### src/rtl/adder_rr_arbiter.sv
// One shared WIDTH-bit ripple adder time-multiplexed between NREQ requesters by a round-robin arbiter.
// Optional per-requester carry chaining is enabled by defining ADDER_CARRY_CHAIN_EN.
module adder_rr_arbiter #(
    parameter int unsigned NREQ  = 4,
    parameter int unsigned WIDTH = 4,
    localparam int unsigned IDW  = $clog2(NREQ)
) (
    input  logic                    clk,
    input  logic                    rst,
    input  logic [NREQ-1:0]         req,
`ifdef ADDER_CARRY_CHAIN_EN
    input  logic [NREQ-1:0]         chain,
`endif
    input  logic [NREQ*WIDTH-1:0]   a_flat,
    input  logic [NREQ*WIDTH-1:0]   b_flat,
    output logic [NREQ-1:0]         gnt,
    output logic [WIDTH:0]          res,
    output logic [IDW-1:0]          res_id,
    output logic                    res_valid,
    input  logic                    res_ready,
    output logic                    busy
);

    typedef enum logic [1:0] {IDLE, CALC, HOLD} state_e;

    state_e            state_q, state_d;
    logic [IDW-1:0]    ptr_q, ptr_d;
    logic [NREQ-1:0]   gnt_q, gnt_d;
    logic [WIDTH:0]    res_q, res_d;
    logic [IDW-1:0]    res_id_q, res_id_d;
    logic              res_valid_q, res_valid_d;
    logic [WIDTH-1:0]  a_q, a_d;
    logic [WIDTH-1:0]  b_q, b_d;

    logic              found_c;
    logic [IDW-1:0]    win_c;
    logic [IDW:0]      cand_c;
    logic [WIDTH-1:0]  win_a_c;
    logic [WIDTH-1:0]  win_b_c;
    logic              cin_c;
    logic              carry_c;
    logic [WIDTH:0]    sum_c;

`ifdef ADDER_CARRY_CHAIN_EN
    logic              cin_q, cin_d;
    logic [NREQ-1:0]   cy_q, cy_d;
    logic              win_cin_c;
    assign cin_c = cin_q;
`else
    assign cin_c = 1'b0;
`endif

    // Round-robin search starting at ptr, wrapping modulo NREQ
    always_comb begin
        found_c = 1'b0;
        win_c   = '0;
        cand_c  = '0;
        for (int unsigned k = 0; k < NREQ; k++) begin
            cand_c = {1'b0, ptr_q} + (IDW+1)'(k);
            if (cand_c >= (IDW+1)'(NREQ)) begin
                cand_c = cand_c - (IDW+1)'(NREQ);
            end
            if (!found_c && req[cand_c[IDW-1:0]]) begin
                found_c = 1'b1;
                win_c   = cand_c[IDW-1:0];
            end
        end
    end

    // Winner operand select
    always_comb begin
        win_a_c = '0;
        win_b_c = '0;
`ifdef ADDER_CARRY_CHAIN_EN
        win_cin_c = 1'b0;
`endif
        for (int unsigned i = 0; i < NREQ; i++) begin
            if (win_c == IDW'(i)) begin
                win_a_c = a_flat[i*WIDTH +: WIDTH];
                win_b_c = b_flat[i*WIDTH +: WIDTH];
`ifdef ADDER_CARRY_CHAIN_EN
                win_cin_c = chain[i] & cy_q[i];
`endif
            end
        end
    end

    // Ripple-carry adder; with cin tied low the LSB stage reduces to a half adder
    always_comb begin
        sum_c   = '0;
        carry_c = cin_c;
        for (int unsigned i = 0; i < WIDTH; i++) begin
            sum_c[i] = a_q[i] ^ b_q[i] ^ carry_c;
            carry_c  = (a_q[i] & b_q[i]) | (carry_c & (a_q[i] ^ b_q[i]));
        end
        sum_c[WIDTH] = carry_c;
    end

    always_comb begin
        state_d     = state_q;
        ptr_d       = ptr_q;
        gnt_d       = gnt_q;
        res_d       = res_q;
        res_id_d    = res_id_q;
        res_valid_d = res_valid_q;
        a_d         = a_q;
        b_d         = b_q;
`ifdef ADDER_CARRY_CHAIN_EN
        cin_d       = cin_q;
        cy_d        = cy_q;
`endif
        unique case (state_q)
            IDLE: begin
                if (found_c) begin
                    a_d      = win_a_c;
                    b_d      = win_b_c;
                    gnt_d    = NREQ'(1) << win_c;
                    res_id_d = win_c;
                    state_d  = CALC;
`ifdef ADDER_CARRY_CHAIN_EN
                    cin_d    = win_cin_c;
`endif
                end
            end
            CALC: begin
                res_d       = sum_c;
                res_valid_d = 1'b1;
                gnt_d       = '0;
                state_d     = HOLD;
            end
            HOLD: begin
                if (res_ready) begin
                    res_valid_d = 1'b0;
                    ptr_d       = (res_id_q == IDW'(NREQ-1)) ? '0 : res_id_q + IDW'(1);
                    state_d     = IDLE;
`ifdef ADDER_CARRY_CHAIN_EN
                    cy_d[res_id_q] = res_q[WIDTH];
`endif
                end
            end
            default: state_d = IDLE;
        endcase
    end

    always_ff @(posedge clk) begin
        if (rst) begin
            state_q     <= IDLE;
            ptr_q       <= '0;
            gnt_q       <= '0;
            res_q       <= '0;
            res_id_q    <= '0;
            res_valid_q <= 1'b0;
            a_q         <= '0;
            b_q         <= '0;
`ifdef ADDER_CARRY_CHAIN_EN
            cin_q       <= 1'b0;
            cy_q        <= '0;
`endif
        end else begin
            state_q     <= state_d;
            ptr_q       <= ptr_d;
            gnt_q       <= gnt_d;
            res_q       <= res_d;
            res_id_q    <= res_id_d;
            res_valid_q <= res_valid_d;
            a_q         <= a_d;
            b_q         <= b_d;
`ifdef ADDER_CARRY_CHAIN_EN
            cin_q       <= cin_d;
            cy_q        <= cy_d;
`endif
        end
    end

    assign gnt       = gnt_q;
    assign res       = res_q;
    assign res_id    = res_id_q;
    assign res_valid = res_valid_q;
    assign busy      = (state_q != IDLE);

endmodule

### config.mk
export PLATFORM = sky130hd
export DESIGN_NAME = adder_rr_arbiter
export DESIGN_NICKNAME = d
export VERILOG_FILES = /design/src/rtl/adder_rr_arbiter.sv
export SDC_FILE = /design/constraint.sdc
export NUM_CORES = 1
export LEC_CHECK = 0
export CORE_ASPECT_RATIO = 0.5
export CORE_MARGIN = 8
export CORE_UTILIZATION = 38
export CTS_CLUSTER_SIZE = 20
export DETAILED_ROUTE_END_ITERATION = 7
export PLACE_DENSITY_LB_ADDON = 0.05
export RECOVER_POWER = 25
export SLEW_MARGIN = 40
export SYNTH_ARGS = -nofsm -noshare
export SYNTH_HDL_FRONTEND = slang
export SYNTH_SLANG_ARGS = --single-unit
### constraint.sdc
create_clock -name clk -period 1.8 [get_ports clk]
set_input_delay 0.27 -clock clk [delete_from_list [all_inputs] [get_ports clk]]
set_output_delay 0.27 -clock clk [all_outputs]
set_load 0.02 [all_outputs]
==> reports/qor.tcl <==
set qor(synth_area_in_compound_gates) 0.141
set qor(avgViaCountPerCell) 5.09
set qor(timing.critical_path.mode_cell) {fa_2}
set qor(time_the_final_worst_path_needs_with_i_o_delays_and_setup_ns) 1.89
set qor(dominantRegCellSynth) {dfxtp_1}
set qor(floorplan.rows) 14
set qor(synth.yosys.warnings) 0
set qor(achievable_clock_frequency_mhz) 529
set qor(die_w_um) 96.7
set qor(design.core.area_um2) 3050
set qor(clockRootBuffer) {clkbuf_8}
set qor(rsz_0062_raised_after_global_routing) {yes}
set qor(layout.filler_cells) 276
set qor(pin_count_of_the_biggest_net_entering_global_routing) 20
set qor(swShare) 0.279
set qor(pwr-share-comb) 0.299
set qor(vias) 1170
set qor(grt_pass1_vias) 1220
set qor(dr.first_iter.drc_count) 15
set qor(final_common_cell) {clkdlybuf4s50_1}
set qor(grt_overflow_total) 0
set qor(design.final.nets) 235
set qor(placement.setup.worst_slack_ns) -0.156
set qor(detail_route.first_pass.iterations) 4
set qor(postLayoutSetupSlackWorst_ns) -0.0892
set qor(synthXorXnorAreaFrac) 0
set qor(ys_ff_latch) 24
set qor(worst_path_dominant_cell_family) {adder cells}
set qor(num_ports) 52
set qor(start_util) 0.406
set qor(cp.buffers_inverters) 1
set qor(largest_family_of_logic_cells_by_synthesized_area) {simple AND/OR/NAND/NOR gates}
set qor(synth-seq-area-share) 0.388
set qor(worstSetupStartpointType) {register}
set qor(total_leakage_power_nw) 0.715
set qor(gp_congestion) 0.767
set qor(holdCritPathClass) {register to register}
set qor(hold_viol_final) 0
set qor(layout_common_cells) {47 x clkdlybuf4s50_1, 23 x dfxtp_1, 18 x mux2i_1, 15 x a21oi_1, 12 x nand2_1}
set qor(run_status) {complete, but fails checks}
set qor(initial_antenna_violation_count) 0
set qor(kind_of_capture_point_of_the_worst_setup_path) {register}
set qor(synth_enable_flop_cells) 0
set qor(worst_ep_arrival_time_ns) 2.08
set qor(relSlewSlack) 0.628
set qor(track_usage) 0.118
set qor(drt_drc_violations_left) 0
set qor(slowest_stage) {fa_1}
set qor(detailed_place_hpwl_um) 2610
set qor(max-vdd-ir-drop_uv) 327
set qor(timing.critical_path.fanout_max) 2
set qor(critical_path.cell_chain) {ha_2, fa_2, fa_2, inv_2, fa_1, a211oi_2}
set qor(final-setup-viol-count) 1
set qor(worst_ep_required_time_ns) 1.99
set qor(grt_first_pass_wirelength_um) 5460
set qor(syn-num-nets) 179
set qor(synth.lib_cells_used.distinct) 28
set qor(switchingPower_mw) 0.390
set qor(cts.path.max_buffers) 2
set qor(critical_path.max_stage_delay_ns) 0.41
set qor(power_dens_cells_nw_per_um2) 734
set qor(synth_area_leaders) {dfxtp_1 39%, mux2i_1 15%, a21oi_1 6.1%, o221ai_1 5.7%, fa_1 4.8%}
set qor(cts_tree) {built}
set qor(violations) {setup timing}
set qor(cts.clk_slew.worst_paths_ns) 0.08
set qor(worst-setup-path-type) {register to register}
set qor(area_delta_synth_final_pct) 53.8
set qor(antenna_cells) 0
set qor(htree_levels) 1
set qor(power.internal_mw) 1.01
set qor(finClkSkew_ns) 0.000949
set qor(synth_fa_ha_area_frac) 0.0687
set qor(synth.top_cell.area_share) 0.388
set qor(synth.avg_cell_area_um2) 9.18
set qor(area_fraction_in_and_or_nand_and_nor_cells_after_synthesis) 0.211
set qor(chipHeight_um) 56.4
set qor(worstMarginPinSlew_ns) 0.557
set qor(clk_latency_ns) 0.26
set qor(synth.mux.area_fraction) 0.145
set qor(drt_wl_total_um) 3130
set qor(sum_neg_setup_slack_ns) -0.0892
set qor(sequentialPowerShare) 0.443
set qor(drt-wirelength-per-cell_um) 13.6
set qor(postCtsSetupBuffers) 0
set qor(postSynth.asyncResetShare) 0
set qor(clock-sinks) 24
set qor(slew_violations) 0
set qor(cts_buffers) 3
set qor(synth_cells) 135
set qor(final_antenna_net_count) 0
set qor(layout-drive-gt1-share) 0.116
set qor(max-cap-violations) 0
set qor(die-area_um2) 5450
set qor(netlist.top_cell.by_area) {dfxtp_1}
set qor(post-route-period-util) 1.05
set qor(portBuffers) 51
set qor(power.clock.fraction) 0.258
set qor(synth_area_um2) 1240
==> worst reg2reg max path: cells and delay by family, from the launching register on <==
family	cells	cell delay [ns]
buffers and inverters	1	0.06
AO/OA/AOI/OAI	1	0.17
flip-flops	1	0.33
adder cells (fa/ha/maj)	4	1.26
==> logic make-up (layout without fill, tap and decap cells) <==
| logic type | Yosys count | after routing |
|---|---|---|
| buffers and inverters | 13 | 68 |
| flip-flops | 24 | 24 |
| AND/OR/NAND/NOR | 48 | 48 |
| multiplexers | 18 | 18 |
| adder cells (fa/ha/maj) | 5 | 5 |
| AO/OA/AOI/OAI | 27 | 27 |
==> routing by layer <==
metal	GRT usage	wire, µm	up-vias
met4	0.0195	13	0
met1	0.131	1420	539
met2	0.205	1460	32
li1	-	-	597
met5	0	0	-
met3	0.0537	241	2
==> synthesized netlist by cell type, types with 2 or more instances <==
library cell,number
a211oi_1,2
nor2_1,7
nand2b_1,2
a21oi_1,15
or3_1,4
ha_1,2
inv_1,5
o221ai_1,8
nand3_1,6
buf_2,3
mux2i_1,18
clkbuf_1,4
fa_1,3
nand2_1,12
nand3b_1,7
dfxtp_1,24
nor3_1,2
==> flip-flops by register name, indices dropped and copies added (netlist names) <==
| register | flops |
|---|---|
| ptr_q | 2 |
| res | 5 |
| state_q | 2 |
| gnt | 4 |
| a_q | 4 |
| res_id | 2 |
| res_valid | 1 |
| b_q | 4 |
==> power by group through the flow <==
stage	clock network (mW)	logic, mW	registers (mW)
floorplan	0	0.191	0.655
global placement	0	0.416	0.631
detailed placement	0	0.420	0.632
CTS	0.370	0.427	0.621
global route	0.401	0.463	0.629
finish	0.361	0.418	0.620
==> what timing repair did <==
action | in CTS | in global routing
gates cloned | 0 | 0
pin swaps | 1 | 0
hold buffers | 0 | 0
setup endpoints to repair | 1 | 8
resized for setup | 2 | 3
==> per-stage QoR <==
step / total power [mW] / instance area (µm²) / hold slack (ns) / util / cells
after detailed placement: 1.05 / 1840 / 0.447 / 0.604 / 226
final: 1.40 / 1910 / 0.460 / 0.625 / 230
after global routing: 1.49 / 1910 / 0.494 / 0.625 / 230
after floorplan: 0.846 / 1250 / 0.349 / - / 135
after global placement: 1.05 / 1840 / 0.445 / 0.604 / 226
after CTS: 1.42 / 1900 / 0.459 / 0.624 / 230
==> final timing paths <==
check | startpoint | end | slack [ns] | cells after the start
max reg2reg | a_q[0]$_SDFFE_PP0P_ | res[3]$_SDFFE_PP0P_ | -0.09 | 6
min reg2reg | res[0]$_SDFFE_PP0P_ | res[0]$_SDFFE_PP0P_ | 0.46 | 2
min | res[0]$_SDFFE_PP0P_ | res[0]$_SDFFE_PP0P_ | 0.46 | 2
max | a_q[0]$_SDFFE_PP0P_ | res[3]$_SDFFE_PP0P_ | -0.09 | 6
==> area by class of cell <==
| type | instances | area, µm² | share of cell area |
|---|---|---|---|
| clock buffer | 4 | 55.1 | 0.0289 |
| inverter | 5 | 18.8 | 0.00985 |
| multi-input combinational | 98 | 714 | 0.375 |
| sequential | 24 | 482 | 0.253 |
| tap | 40 | 50.0 | 0.0263 |
| timing repair buffer | 59 | 586 | 0.307 |
Power figures use the tool's default switching activity.
